==> config.mk <==
export PLATFORM = sky130hd
export DESIGN_NAME = alu_share_arbiter
export DESIGN_NICKNAME = d
export VERILOG_FILES = /design/src/rtl/alu_share_arbiter.sv
export SDC_FILE = /design/constraint.sdc
export NUM_CORES = 1
export LEC_CHECK = 0
export ABC_AREA = 1
export BUFFER_PORTS_ARGS = -buffer_cell sky130_fd_sc_hd__buf_2
export CAP_MARGIN = 20
export CORE_MARGIN = 4
export CORE_UTILIZATION = 45
export CTS_CLUSTER_SIZE = 8
export DETAILED_ROUTE_END_ITERATION = 8
export PLACE_DENSITY = 0.81
export SYNTH_ARGS = -nofsm -noshare
export SYNTH_HDL_FRONTEND = slang
export SYNTH_SLANG_ARGS = --single-unit
export TNS_END_PERCENT = 100
==> constraint.sdc <==
create_clock -name clk -period 2.9 [get_ports clk]
set_input_delay 0 -clock clk [delete_from_list [all_inputs] [get_ports clk]]
set_output_delay 0 -clock clk [all_outputs]
set_load 0.005 [all_outputs]
==> src/rtl/alu_share_arbiter.sv <==
// alu_share_arbiter: two requesters share one external combinational ALU.
// One operation is in flight at a time. It moves through IDLE -> EXEC -> RESP.
// The result goes back to the requester that issued it. Requesters are served
// round-robin when both ask at the same time.
//
// Handshake semantics (both request and response channels):
//   A transfer happens on a rising clk edge where valid and ready are both high.
//   The request side is valid-driven: req_valid_k may rise or fall freely while
//   not granted, and the arbiter's req_ready_k depends combinationally on it.
//   The response side is ready-driven: once rsp_valid_k rises, it stays high and
//   rsp_data stays stable until the cycle in which rsp_ready_k is high.
module alu_share_arbiter #(
  parameter int WIDTH = 32,
  parameter int OPW   = 4
) (
  input  logic             clk,
  input  logic             rst_n,
  // requester 0
  input  logic             req_valid_0,
  output logic             req_ready_0,
  input  logic [WIDTH-1:0] req_a_0,
  input  logic [WIDTH-1:0] req_b_0,
  input  logic [OPW-1:0]   req_op_0,
  output logic             rsp_valid_0,
  input  logic             rsp_ready_0,
  // requester 1
  input  logic             req_valid_1,
  output logic             req_ready_1,
  input  logic [WIDTH-1:0] req_a_1,
  input  logic [WIDTH-1:0] req_b_1,
  input  logic [OPW-1:0]   req_op_1,
  output logic             rsp_valid_1,
  input  logic             rsp_ready_1,
  // shared result
  output logic [WIDTH-1:0] rsp_data,
  // shared ALU
  output logic [WIDTH-1:0] alu_a,
  output logic [WIDTH-1:0] alu_b,
  output logic [OPW-1:0]   alu_op,
  input  logic [WIDTH-1:0] alu_s,
  // status
  output logic             busy,
  output logic [1:0]       state_dbg
);

  typedef enum logic [1:0] {
    IDLE = 2'd0,
    EXEC = 2'd1,
    RESP = 2'd2
  } state_t;

  state_t           state;
  state_t           state_nxt;

  // prio names the requester that wins when both are valid.
  logic             prio;
  // owner is the requester whose operation is currently in flight.
  logic             owner;
  logic [WIDTH-1:0] a_q;
  logic [WIDTH-1:0] b_q;
  logic [OPW-1:0]   op_q;
  logic [WIDTH-1:0] data_q;

  logic             grant_0;
  logic             grant_1;
  logic             rsp_done;

  // Pick a winner from the valid requesters. A lone requester wins outright,
  // so there is no idle cycle while the pointer is set to the other requester.
  always_comb begin
    grant_0 = 1'b0;
    grant_1 = 1'b0;
    if (req_valid_0 && req_valid_1) begin
      grant_0 = ~prio;
      grant_1 = prio;
    end else begin
      grant_0 = req_valid_0;
      grant_1 = req_valid_1;
    end
  end

  // State register.
  always_ff @(posedge clk) begin
    if (!rst_n) begin
      state <= IDLE;
    end else begin
      state <= state_nxt;
    end
  end

  // Next state and handshake outputs. Ready is offered only in IDLE and only
  // outside reset. The response is offered only to the owner.
  always_comb begin
    state_nxt   = state;
    req_ready_0 = 1'b0;
    req_ready_1 = 1'b0;
    rsp_valid_0 = 1'b0;
    rsp_valid_1 = 1'b0;
    rsp_done    = 1'b0;
    busy        = 1'b1;
    case (state)
      IDLE: begin
        busy        = 1'b0;
        req_ready_0 = rst_n & grant_0;
        req_ready_1 = rst_n & grant_1;
        if (grant_0 || grant_1) begin
          state_nxt = EXEC;
        end
      end
      EXEC: begin
        state_nxt = RESP;
      end
      RESP: begin
        rsp_valid_0 = ~owner;
        rsp_valid_1 = owner;
        rsp_done    = owner ? rsp_ready_1 : rsp_ready_0;
        if (rsp_done) begin
          state_nxt = IDLE;
        end
      end
      default: begin
        state_nxt = IDLE;
      end
    endcase
  end

  // Operand latch, result capture and round-robin pointer. Operands change
  // only on accept, so the ALU inputs stay steady for the whole operation.
  // The response handshake hands priority to the other requester.
  always_ff @(posedge clk) begin
    if (!rst_n) begin
      a_q    <= '0;
      b_q    <= '0;
      op_q   <= '0;
      owner  <= 1'b0;
      prio   <= 1'b0;
      data_q <= '0;
    end else begin
      if (req_ready_0) begin
        a_q   <= req_a_0;
        b_q   <= req_b_0;
        op_q  <= req_op_0;
        owner <= 1'b0;
      end else if (req_ready_1) begin
        a_q   <= req_a_1;
        b_q   <= req_b_1;
        op_q  <= req_op_1;
        owner <= 1'b1;
      end
      if (state == EXEC) begin
        data_q <= alu_s;
      end
      if (rsp_done) begin
        prio <= ~owner;
      end
    end
  end

  // The ALU is fed from the latched operands. The opcode reads as add (0)
  // while reset is held, before the registers have cleared.
  always_comb begin
    alu_a     = a_q;
    alu_b     = b_q;
    alu_op    = rst_n ? op_q : '0;
    rsp_data  = data_q;
    state_dbg = state;
  end

endmodule
Yosys cells after proc, flatten, opt, wreduce, memory -nomap -nowiden
Cells that the tools add are included.
{ "totals": {"input_bits": 174, "output_inout_bits": 107, "reg_bits": 104, "word_cells": 41} }
{ "classes": {"bitwise_logic": 5, "mux": 19, "eq_ne": 4, "reduce_logical": 6} }
{ "ops": {"columns": ["cell", "count"], "rows": [
  ["2-to-1 mux 32 bit", 4],
  ["2-to-1 mux 4 bit", 3],
  ["2-to-1 mux 1 bit", 9],
  ["one-hot mux 2 bit (3 select lines)", 1],
  ["2-to-1 mux 2 bit", 2],
  ["inequality test 2 bit (second input constant)", 2],
  ["NOT 1 bit", 3],
  ["bitwise AND 1 bit", 2],
  ["equality test 2 x 1 -> 1 bit (second input constant)", 1],
  ["equality test 2 bit (second input constant)", 1],
  ["logical NOT 2 bit", 1],
  ["AND reduction 2 bit", 1],
  ["nonzero test 2 bit", 1],
  ["OR reduction 2 bit", 1],
  ["logical AND 1 bit", 1],
  ["logical OR 1 bit", 1]
]} }

Logic depth before layout (Yosys ltp)
{ "logic_depth": {"word_depth": 6, "mapped_depth": 9, "mapped_depth_nobuf": 7} }

Least setup slack after synthesis
OpenSTA, ideal clock, no wires.
{ "synth_timing": {"path_type": "register to register", "from": "register state[1], in the netlist state_dbg[1]", "to": "register b_q[14], in the netlist alu_b[14]", "period_less_slack_ns": 1.228, "setup_time_ns": 0.109, "setup_slack_ns": 1.672, "n_path_buf": 2, "required_time_ns": 2.791, "t_arrival_ns": 1.119, "path_stages_with_launch": 9, "cell_sequence": "dfxtp_1 nor2_2 nand2_2 buf_6 clkbuf_2 o21ai_0 nand3_1 nand2_1 inv_1"} }
{ "synth_via": {"elab_chain_cells": 3, "word_cells_on_any_way": 5, "classes_between": "3 x mux; 2 x reduce/logical"} }
{ "synth_rtl": {"columns": ["item", "line_no", "source"], "rows": [
  ["from (decl)", "52", "state_t state;"],
  ["from (signal assigned)", "87", "state <= state_nxt;"],
  ["logical NOT 2 bit (*)", "101", "case (state)"],
  ["2-to-1 mux 1 bit", "101", null],
  ["2-to-1 mux 32 bit or nonzero test 2 bit (tied branches)", null, null],
  ["to (signal assigned)", "141", "b_q <= req_b_0;"],
  ["to (signal assigned)", "146", "b_q <= req_b_1;"],
  ["to (decl)", "60", "logic [WIDTH-1:0] b_q;"]
]} }
Every way passes the cells marked *; elsewhere a longest branch is shown, timed or not.
A chain may end at the register's enable or synchronous reset.

Final worst setup path
{ "layout_timing": {"from": "register prio", "to": "register a_q[31], in the netlist alu_a[31]"} }
{ "layout_via": {"elab_chain_cells": 5, "word_cells_on_any_way": 9, "classes_between": "5 x mux; 3 x bitwise; 1 x reduce/logical"} }
{ "layout_rtl": {"columns": ["item", "line_no", "source"], "rows": [
  ["from (decl)", "56", "logic prio;"],
  ["from (signal assigned)", "154", "prio <= ~owner;"],
  ["NOT 1 bit", "74", "grant_0 = ~prio;"],
  ["2-to-1 mux 1 bit", "73", "if (req_valid_0 && req_valid_1) begin"],
  ["bitwise AND 1 bit", "104", "req_ready_0 = rst_n & grant_0;"],
  ["2-to-1 mux 1 bit", "101", null],
  ["2-to-1 mux 32 bit or nonzero test 2 bit (tied branches)", null, null],
  ["to (signal assigned)", "140", "a_q <= req_a_0;"],
  ["to (signal assigned)", "145", "a_q <= req_a_1;"],
  ["to (decl)", "59", "logic [WIDTH-1:0] a_q;"]
]} }
Parallel ways exist; a longest one is shown, timed or not.

==> impl_results.md <==
- CTS root buf: clkbuf_16
- DRT iter0 DRCs: 781
- Synthesized cell area: 5110 µm²
- Width of the die: about 110 µm
- Die area: roughly 13000 µm²
- Syn_nets: roughly 950
- Postcts setup bufs: 0
- Nets@finish: 1344
- Tot Pwr: ~4 mW
- Post-synth top area share: 40.7%
- Routed vias/inst: roughly 5.3
- IO Count: approximately 280
- Die Ht: between 100 and 150 µm
- Gpl congestion: 0.849
- Placed Cells: 1147
- Most used DFF post-synth: dfxtp_1
- Final Hold Fails: 0
- Fin area: a little over 8000 µm²
- Cts repair resizes: 0
- Area grow syn2layout: 62.1%
- Slew Limit Fails: 0
- Share of layout cells above drive strength 1: 27.0%
- Status: finished clean
- Via Count: approximately 7000
- Avg Cell Area, Syn: ~6.6 µm²
- Global-route wire length before repair: 33.2 mm
- Synthesis-stage register bit count: between 100 and 150
- CTS tree: built
- Layout fillers: 758
- Worst Hold Class: input pin to register
- Antenna-violating nets left: 0
- Vias in the first global route: between 7000 and 8000
- Crit share post-route: 79.5%
- CTS Buffer Depth: 2
- Area after DPL: about 6500 µm²
- Final setup fails: 0
- Util after Layout: between 70% and 80%
- First-pass iteration count of the detailed router: 6
- Fin Setup TNS: 0 ps
- Most frequent cell after synthesis: inv_1
- Worst rel slew slack: around a third
- Distinct cell type count after synthesis: 21
- Worst setup EP type: register
- GRT Overall Usage: 31.2%
- Core Area: 11000 µm²
- Pwr Density: between 400 and 500 nW/µm²
- Tightest Pin Transition: approximately 970 ps
- Area contributors post-synth: dfxtp_1 (41%), nand3_1 (13%), inv_1 (10%)
- H-tree Lvls: 3
- CP required: approximately 3200 ps
- Drt total wl: approximately 21 mm
- Initial Util: a little under half
- GRT overflow: 0
- Async SR Flop Fraction: 0%
- Clk slew on worst S/H paths: around 70 ps
- YS warnings: 0
- Largest net degree at the start of global routing: between 60 and 70
- Post-synth top cells: inv_1 (143), nand3_1 (128), dfxtp_1 (104), nand2_1 (86), o21ai_0 (78)
- Fmax: 434 MHz
- # DRC: 0
- Rows: 38
- Setup repair after global routing missed its margin: false
- Leak: about 4.3 nW
- Max VDD drop: approximately 0.32 mV
- Seq/Total Area, Yosys: between 40 and 50%
- Worst Path Max Fanout: 35
- Largest area contributor in the netlist: dfxtp_1
- Clk Latency, worst-skew pair: 340 ps
- Setup Skew: 9.11 ps
- I/O Buffers: 280
- Post-layout min period: ~2300 ps
- Arr. time, crit path: between 2000 and 3000 ps
- Max cap viols: 0
- Number of flops mapped to enable cells by yosys: 0
- Sink Count: 104
- Syn Inst Count: approximately 770
- Crit path launch type: register
- Crit path kind: register to register
- CTS buffer count: 9
- Initial antenna violation count: 0
- Non-filler cells, final: around 1300
- Detailed Place HPWL: 11.3 mm
- DR WL/cell: between 15 and 20 µm
[critical path, cell delays in order, from the launching register on]
cell,delay [ps]
dfxtp_1,320
nand2_1,70
nand2_2,60
inv_2,470
buf_4,360
nand3_1,130
nand3_1,160
dlygate4sd3_1,560
nand2_1,60
inv_1,50
[layout make-up]
class / count / area, µm² / area share [%]
Antenna cell: 1 / 2.50 / 0.0302
Multi-Input combinational cell: 467 / 2180 / 26.3
Clock inverter: 6 / 58.8 / 0.709
Sequential cell: 104 / 2080 / 25.1
Clock buffer: 10 / 239 / 2.88
Inverter: 146 / 548 / 6.61
Tap cell: 140 / 175 / 2.11
Timing Repair Buffer: 442 / 3010 / 36.3
[final timing paths]
kind	from	end	slack, ps	depth (start not counted)
setup / recovery	prio$_SDFFE_PN0P_	alu_a[31]$_SDFFE_PN0P_	600	9
hold / removal	req_a_1[25]	alu_a[25]$_SDFFE_PN0P_	1	5
setup reg to reg	prio$_SDFFE_PN0P_	alu_a[31]$_SDFFE_PN0P_	600	9
hold reg to reg	rsp_data[23]$_SDFFE_PN0N_	rsp_data[23]$_SDFFE_PN0N_	480	2
[cells in the final DEF (no fill, tap or decap)]
master           n
diode_2          1
buf_2          280
o21ai_1         25
buf_4            9
a21oi_1         66
nand2_1         86
o21ai_0         78
inv_1          143
inv_2            3
inv_6            1
clkbuf_16        9
nand3_2          1
buf_12           1
nor2_2           1
dlygate4sd3_1  152
nor2_4           1
clkbuf_8         1
nor2_8           1
nand2_2          3
nand3_1        128
a21oi_4          1
clkinvlp_4       1
inv_8            3
dfxtp_1        104
nor2_1          76
clkinv_4         1
[flip-flops by register name, summed over array words and instances, names as in the netlist]
register	flops
prio	1
op_q	4
state_dbg	2
rsp_data	32
alu_b	32
alu_a	32
owner	1
[cells by family after synthesis]
logic type / count (synthesis) / synth area share (%)
and+or+nand+nor: 297 / 25.7
buffers and inverters: 202 / 16.7
AOI/OAI and AO/OA: 170 / 16.9
DFF: 104 / 40.7
[metrics by stage]
step | setup slack [ps] | hold WS, ps
6_report | 596 | 1.47
5_1_grt | 357 | 14.8
4_1_cts | 712 | 0.899
3_5_place_dp | 1240 | 256
3_3_place_gp | 1280 | 249
2_1_floorplan | 1670 | 102
[layer usage]
metal | routed length (µm) | GRT usage [%] | vias to the layer above
met1 | 7380 | 33.2 | 3105
met4 | 1340 | 20.4 | 0
li1 | - | - | 3238
met5 | 0 | 0 | -
met2 | 10200 | 54.6 | 483
met3 | 2010 | 7.82 | 123
[report_power, final]
part / switching, mW / leakage (nW) / total (mW) / internal [mW]
clock network: 0.596 / 0.145 / 1.23 / 0.630
logic: 0.618 / 3.25 / 1.16 / 0.541
registers: 0.0864 / 0.864 / 1.68 / 1.60
total: 1.30 / 4.26 / 4.07 / 2.77
[timing repair]
action / 4_1_cts / 5_1_grt
hold endpoints to repair: 100 / 0
hold buffers: 152 / 0
endpoints found under the setup margin: 0 / 0
Power figures use the tool's default switching activity.
